--- src/rtl/dct_pkg.sv ---
// dct_pkg: shared defaults, FSM states and the round/saturate helper for the DCT matrix multiplier
package dct_pkg;
   localparam int N_DEF          = 4;
   localparam int DATA_W_DEF     = 13;
   localparam int OUT_W_DEF      = 13;
   localparam int FRAC_SHIFT_DEF = 0;

   typedef enum logic [1:0] {IDLE, MAC, DONE} state_t;

   typedef struct packed {
      logic              clip;
      logic signed [63:0] val;
   } rs_t;

   // Round half toward +inf, then clip to the signed out_w range; clip reports whether clipping happened.
   function automatic rs_t round_sat(input logic signed [63:0] acc, input int frac, input int out_w);
      logic signed [63:0] r, hi, lo;
      rs_t o;
      r = (frac > 0) ? (acc + (64'sd1 <<< (frac - 1))) >>> frac : acc;
      hi = (64'sd1 <<< (out_w - 1)) - 64'sd1;
      lo = -(64'sd1 <<< (out_w - 1));
      o.clip = (r > hi) || (r < lo);
      o.val = (r > hi) ? hi : (r < lo) ? lo : r;
      return o;
   endfunction
endpackage

--- src/rtl/dct_mac_sat.sv ---
// dct_mac_sat: signed multiply-accumulate with clear/last-term control and rounded, saturated element output
module dct_mac_sat
   import dct_pkg::*;
#(
   parameter int DATA_W     = DATA_W_DEF,
   parameter int ACC_W      = 2 * DATA_W_DEF + 2,
   parameter int OUT_W      = OUT_W_DEF,
   parameter int FRAC_SHIFT = FRAC_SHIFT_DEF
) (
   input  logic                     clk,
   input  logic                     reset,
   input  logic                     clr_i,
   input  logic                     en_i,
   input  logic                     last_i,
   input  logic signed [DATA_W-1:0] a_i,
   input  logic signed [DATA_W-1:0] b_i,
   output logic signed [OUT_W-1:0]  res_o,
   output logic                     clip_o
);
   logic signed [2*DATA_W-1:0] prod;
   logic signed [ACC_W-1:0]    acc_q, acc_d, sum;
   rs_t                        rs;

   assign prod   = a_i * b_i;
   assign sum    = acc_q + ACC_W'(prod);
   assign rs     = round_sat(64'(sum), FRAC_SHIFT, OUT_W);
   assign res_o  = rs.val[OUT_W-1:0];
   assign clip_o = rs.clip;

   // Accumulate one product per enabled cycle; the final term of an element restarts from zero.
   always_comb acc_d = clr_i ? '0 : en_i ? (last_i ? '0 : sum) : acc_q;

   // Accumulator register.
   always_ff @(posedge clk or posedge reset)
      if (reset) acc_q <= '0;
      else       acc_q <= acc_d;
endmodule

--- src/rtl/dct_matmul_seq.sv ---
// dct_matmul_seq: sequential NxN signed matrix multiply (A x B or A x B^T) with one time-multiplexed MAC
module dct_matmul_seq
   import dct_pkg::*;
#(
   parameter int N          = N_DEF,
   parameter int DATA_W     = DATA_W_DEF,
   parameter int OUT_W      = OUT_W_DEF,
   parameter int FRAC_SHIFT = FRAC_SHIFT_DEF,
   parameter int ACC_W      = 2 * DATA_W + $clog2(N)
) (
   input  logic                      clk,
   input  logic                      reset,
   input  logic                      in_valid,
   output logic                      in_ready,
   input  logic [N*N*DATA_W-1:0]     a_mat,
   input  logic [N*N*DATA_W-1:0]     b_mat,
   input  logic                      transpose_b,
   output logic                      out_valid,
   input  logic                      out_ready,
   output logic [N*N*OUT_W-1:0]      res_mat,
   output logic                      sat_flag,
   output logic                      busy
);
   localparam int             CW   = $clog2(N);
   localparam logic [CW-1:0]  LAST = CW'(N - 1);

   state_t                     state_q, state_d;
   logic [N*N*DATA_W-1:0]      a_q, b_q;
   logic                       tb_q;
   logic [CW-1:0]              i_q, j_q, k_q;
   logic [N*N*OUT_W-1:0]       res_q;
   logic                       sat_q;
   logic                       accept, last_k, last_el, clip;
   logic signed [DATA_W-1:0]   a_el, b_el;
   logic signed [OUT_W-1:0]    el;
   int                         a_idx, b_idx, r_idx;

   assign accept  = in_valid && in_ready;
   assign last_k  = k_q == LAST;
   assign last_el = last_k && (i_q == LAST) && (j_q == LAST);

   // Operand and result element addressing from the i/j/k counters.
   always_comb begin
      a_idx = (int'(i_q) * N + int'(k_q)) * DATA_W;
      b_idx = (tb_q ? int'(j_q) * N + int'(k_q) : int'(k_q) * N + int'(j_q)) * DATA_W;
      r_idx = (int'(i_q) * N + int'(j_q)) * OUT_W;
      a_el  = a_q[a_idx +: DATA_W];
      b_el  = b_q[b_idx +: DATA_W];
   end

   dct_mac_sat #(
      .DATA_W     (DATA_W),
      .ACC_W      (ACC_W),
      .OUT_W      (OUT_W),
      .FRAC_SHIFT (FRAC_SHIFT)
   ) u_mac (
      .clk    (clk),
      .reset  (reset),
      .clr_i  (accept),
      .en_i   (state_q == MAC),
      .last_i (last_k),
      .a_i    (a_el),
      .b_i    (b_el),
      .res_o  (el),
      .clip_o (clip)
   );

   // FSM state register.
   always_ff @(posedge clk or posedge reset)
      if (reset) state_q <= IDLE;
      else       state_q <= state_d;

   // Next state: accept a pair, run N^3 MAC cycles, hold the result until it is consumed.
   always_comb
      state_d = (state_q == IDLE) ? (in_valid ? MAC : IDLE) :
                (state_q == MAC)  ? (last_el ? DONE : MAC) :
                (state_q == DONE) ? (out_ready ? IDLE : DONE) : IDLE;

   // Handshake and status outputs decoded from the state.
   always_comb begin
      in_ready  = state_q == IDLE;
      busy      = state_q != IDLE;
      out_valid = state_q == DONE;
      res_mat   = res_q;
      sat_flag  = sat_q;
   end

   // Operand capture, k-fastest counters, element write-back and sticky saturation flag.
   always_ff @(posedge clk or posedge reset)
      if (reset) begin
         a_q   <= '0;
         b_q   <= '0;
         tb_q  <= 1'b0;
         i_q   <= '0;
         j_q   <= '0;
         k_q   <= '0;
         res_q <= '0;
         sat_q <= 1'b0;
      end else if (accept) begin
         a_q   <= a_mat;
         b_q   <= b_mat;
         tb_q  <= transpose_b;
         i_q   <= '0;
         j_q   <= '0;
         k_q   <= '0;
         sat_q <= 1'b0;
      end else if (state_q == MAC) begin
         k_q <= last_k ? '0 : k_q + 1'b1;
         if (last_k) begin
            j_q <= (j_q == LAST) ? '0 : j_q + 1'b1;
            if (j_q == LAST) i_q <= (i_q == LAST) ? '0 : i_q + 1'b1;
            res_q[r_idx +: OUT_W] <= el;
            sat_q <= sat_q | clip;
         end
      end
endmodule

--- config.mk ---
export PLATFORM = sky130hd
export DESIGN_NAME = dct_matmul_seq
export DESIGN_NICKNAME = d
export VERILOG_FILES = /design/src/rtl/dct_pkg.sv /design/src/rtl/dct_mac_sat.sv /design/src/rtl/dct_matmul_seq.sv
export SDC_FILE = /design/constraint.sdc
export NUM_CORES = 2
export LEC_CHECK = 0
export CAP_MARGIN = 40
export CORE_ASPECT_RATIO = 0.9
export CORE_UTILIZATION = 58
export CTS_CLUSTER_DIAMETER = 60
export CTS_CLUSTER_SIZE = 24
export DETAILED_ROUTE_END_ITERATION = 16
export PLACE_DENSITY = 0.93
export SYNTH_ARGS = -nofsm -noshare
export SYNTH_HDL_FRONTEND = slang
export SYNTH_SLANG_ARGS = --single-unit
--- constraint.sdc ---
create_clock -name clk -period 55.1 [get_ports clk]
set_clock_uncertainty 0.05 [all_clocks]
set_input_delay 13.775 -clock clk [delete_from_list [all_inputs] [get_ports clk]]
set_output_delay 13.775 -clock clk [all_outputs]
set_load 0.01 [all_outputs]
* Word-level counts from Yosys, hierarchy flattened
Cells that the tools add are included.
** Operators by class
- Add/subtract/negate cells :: 9
- Multipliers :: 4
- Divide/modulo/power cells :: 0
- Magnitude comparators :: 2
- Equality and inequality tests :: 5
- Shift operators :: 4
- Mux-type cells :: 28
- Bitwise gates (word level) :: 2
- Reduce and logical (&&, ||, !) cells :: 12
** Operators with widths (number)
- $shiftx 208x10->13 :: 2
- $bwmux 208 :: 1
- $shift 13x33->208 const A :: 1
- $shiftx 13x33->208 :: 1
- $mux 28 :: 3
- $mux 2 :: 17
- $neg 9->33 :: 1
- $add 28x26->28 :: 1
- $gt 28x13->1 const B :: 1
- $lt 28x13->1 const B :: 1
- $mul 5x4->9 const B :: 3
- $mul 13x13->26 :: 1
- $mux 13 :: 2
- $add 4x2->5 :: 4
- $eq 2x2->1 const B :: 4
- $reduce_bool 2->1 :: 4
- $add 2x1->2 const B :: 3
- $reduce_and 3->1 :: 2
- $mux 5 :: 1
- $mux 1 :: 4
- $logic_and 1x1->1 :: 3
- $eq 2x1->1 const B :: 1
- $logic_not 2->1 :: 1
- $reduce_and 2->1 :: 1
- other kinds (3) :: 3
** Word-level totals
- Bits in registers :: 662
- Bits in latches :: 0
- RAM bits :: 0
- ROM bits :: 0
- Bits of input ports :: 421
- Output and inout port bits :: 212
- Word-level logic and storage cells :: 76
- Memories :: 0

* Logic depth before layout (Yosys ltp)
- Depth in word-level cells :: 12
- Gate-level depth with buffers :: 34
- Gate-level depth less buffers :: 28

* Cells and area by module
Synthesis repeated with hierarchy kept, for this count alone.
** Second synthesis, totals
- Cell total of the unflattened synthesis :: 3730
- Area total of the unflattened synthesis :: 37005.5 um2
** Modules (own cells, without submodules)
- dct_matmul_seq :: times used 1, cells each 2678, area each 27537.7 um2, sequential area each 15865.2 um2
- dct_mac_sat :: times used 1, cells each 1052, area each 9467.8 um2, sequential area each 700.7 um2

* Least setup slack after synthesis
OpenSTA, ideal clock, no wires.
- Kind :: in2reg
- Start point :: input in_valid
- End point :: register b_q[100]
- Library setup time :: 0.065 ns
- Arrival time :: 14.808 ns
- Data required time :: 54.985 ns
- Slack :: 40.177 ns
- Stages on the path :: 6
- Buffers on the path :: 3
- Cell sequence :: nand2_1 -> clkbuf_1 -> clkbuf_1 -> clkbuf_1 -> nand2_1 -> nand2_1
** On the way
- Word-level cells in the longest chain between the ends :: 1
** RTL lines
- start: declaration :: RTL line dct_matmul_seq.sv:13 : input logic in_valid,
- $logic_and 1x1->1 :: RTL line dct_matmul_seq.sv:38 : assign accept = in_valid && in_ready;
- end signal: assignment :: RTL line dct_matmul_seq.sv:101 : b_q <= b_mat;
- end: declaration :: RTL line dct_matmul_seq.sv:28 : logic [N*N*DATA_W-1:0] a_q, b_q;
Every way passes these cells.
A chain may end at the register's enable or synchronous reset.

* Worst setup path after layout
- Start point :: input in_valid
- End point :: register a_q[142]
** On the way
- Word-level cells in the longest chain between the ends :: 1
** RTL lines
- $logic_and 1x1->1 :: RTL line dct_matmul_seq.sv:38
- end signal: assignment :: RTL line dct_matmul_seq.sv:100 : a_q <= a_mat;
- end: declaration :: RTL line dct_matmul_seq.sv:28
Every way passes these cells.

==> metrics.cfg <==
[die]
initial_core_util_pct = 59.23
row_count = 86
design.die.area_um2 = 64080
io_pins = 633
coreArea_um2 = 61760
die_w_um = 266.7
die_h_um = 240.3

[timing]
tightestPinTransition_ns = 1.104
finalCritPeriodShare_pct = 31.35
hold_viol = 0
fin_setup_tns_ns = 0
rsz0062_at_grt = no
fmax_mhz = 57.90
period_needed_ns = 17.27
setup_violations = 0
slew_violations = 0
relSlewSlack_pct = 26.40
hold_ws_ns = 0.4282

[placement]
place_congestion = 0.9583
numPortBuffers = 632
hpwl_um = 85320

[cells_and_area]
final_cell_mix = 1,583 x nand2_1, 660 x dfrtp_1, 632 x clkdlybuf4s50_1
final_nets = 5111
drive_gt1_share_pct = 6.643
final_common_cell = nand2_1
syn_to_final_growth_pct = 24.28

[worst_setup_path]
critical_path_class = in2reg
r2r-start = tb_q$_DFFE_PP0P_
r2r_slack_ns = 43.57
cp_max_fo = 94
timing.rr.end = res_mat[28]$_DFFE_PP0P_
r2r.worst_path.cells = 28
end_kind = register
worst_setup_path_start_kind = primary input
cp.required_ns = 55.59
arrival_ns = 17.77

[drt]
wl_um = 118700
wire_per_inst_um = 22.45
drc = 0
drtIter0Drc = 3752
first_pass_iters = 6
vias = 31570
antenna_left = 0
viasPerCell = 5.970

[worst_hold_path]
holdPathEnd = b_q[74]$_DFFE_PP0P_
min_from = b_q[74]$_DFFE_PP0P_
hp-class = reg2reg
hold-path-cell-count = 2

[global_route]
use_met2_pct = 59.59
gr-usage-met3_pct = 7.405
track_usage_pct = 37.32
gr-usage-met1_pct = 45.73
top_usage_layer = met2
antenna_found_initial = 23
grt_pass1_vias = 32400
grt_overflow = 0
grt_pass1_wl_um = 180800
grt_max_degree = 273

[clock_network]
cts_tree = done
clk_latency_ns = 0.63
clkSinkCount = 662
clkTransAtPathRegs_ns = 0.09
post-cts-setup-buffers = 0
cts-resized-gates = 0
cts_root_buffer = clkbuf_16
cts_made_buffers = 44
cts_hold_buf = 0
clk_path_buf_depth = 3
cts.htree.levels = 2

[yosys]
yosysTopAreaCellShare_pct = 45.28
synth-seq-cells = 662
synthCells = 3866
syn_nets = 4581
yosys_warnings = 0
synthTopCellsByArea = dfrtp_1 45%, nand2_1 16%, fa_1 11%
synthArstFlopShare_pct = 100.0
synth.distinct_cells = 73
yosysTopAreaCell = dfrtp_1
yosysSeqAreaShare_pct = 45.28
synth.avg_cell_area_um2 = 9.463
synth_edf_count = 0
netlist_area_um2 = 36580
synth_ff_type = dfrtp_1

[run_status]
status = finished, final reports clean

[job]
max-cap-violations = 0

==> Yosys cell counts, types with 12 or more instances <==
| cell | instances |
|---|---|
| and2_1 | 99 |
| a211oi_1 | 19 |
| nand3_1 | 16 |
| mux4_2 | 117 |
| clkbuf_1 | 167 |
| inv_1 | 291 |
| nand2_1 | 1584 |
| nor3_1 | 13 |
| ha_1 | 88 |
| o21ai_0 | 186 |
| fa_1 | 206 |
| nor2_1 | 100 |
| a21oi_1 | 87 |
| buf_2 | 20 |
| a31oi_1 | 19 |
| dfrtp_1 | 662 |
| nand3b_1 | 12 |
| xnor2_1 | 18 |
==> cell type report <==
class / instances / area (µm²)
clock inverters: 27 / 426.7
multi-input cells: 2710 / 18190
well taps: 836 / 1046
repair buffers: 686 / 6883
diodes: 25 / 62.56
flip-flops and latches: 662 / 16570
fillers: 3761 / 16300
clock buffers: 49 / 1182
inverters: 292 / 1104
==> metrics by stage <==
step                      util (%)  instance area [µm²]  cells  setup slack (ns)
after floorplan                  -                36580   3866             22.72
after global placement       70.40                43480   5161             37.57
after detailed placement     70.88                43780   5184             37.44
after CTS                    73.48                45390   5260             38.02
after global routing         73.60                45460   5285             37.66
final                        73.61                45470   5287             37.83
==> how the worst max path moves through the flow <==
stage | start | to | slack (ns) | depth (start not counted)
floorplan | reset | a_q[0]$_DFFE_PP0P_ | 22.72 | 1
global placement | in_valid | a_q[0]$_DFFE_PP0P_ | 37.57 | 7
detailed placement | in_valid | a_q[108]$_DFFE_PP0P_ | 37.44 | 7
CTS | in_valid | a_q[142]$_DFFE_PP0P_ | 38.02 | 7
global route | in_valid | a_q[181]$_DFFE_PP0P_ | 37.66 | 7
finish | in_valid | a_q[142]$_DFFE_PP0P_ | 37.83 | 7
==> registers in the layout, summed over array words and instances, names as in the netlist <==
name / flops
a_q: 208
b_q: 208
res_mat: 208
u_mac.acc_q: 28
i_q: 2
j_q: 2
k_q: 2
state_q: 2
sat_flag: 1
tb_q: 1
==> routing by layer <==
layer	wire length (µm)	vias to the layer above
met3	11800	564
li1	-	13350
met2	57030	2253
met4	9727	6
met1	40060	15390
met5	48	-
==> kinds of logic after synthesis <==
family,share of synthesized area (%)
xor+xnor,0.6875
buf+inv,5.233
mux,7.490
flops,45.28
compound gates,6.529
simple gates,20.49
fa+ha+maj,14.28
==> critical path, cell delays in order <==
cell and delay, ns:
clkdlybuf4s50_1 0.53, nand2_4 0.46, buf_4 0.81, buf_4 0.88
buf_4 0.85, nand2_1 0.19, nand2_1 0.12
Power is not shown: default switching activity piles up to over one toggle a cycle in this logic, so the estimate is an artifact.
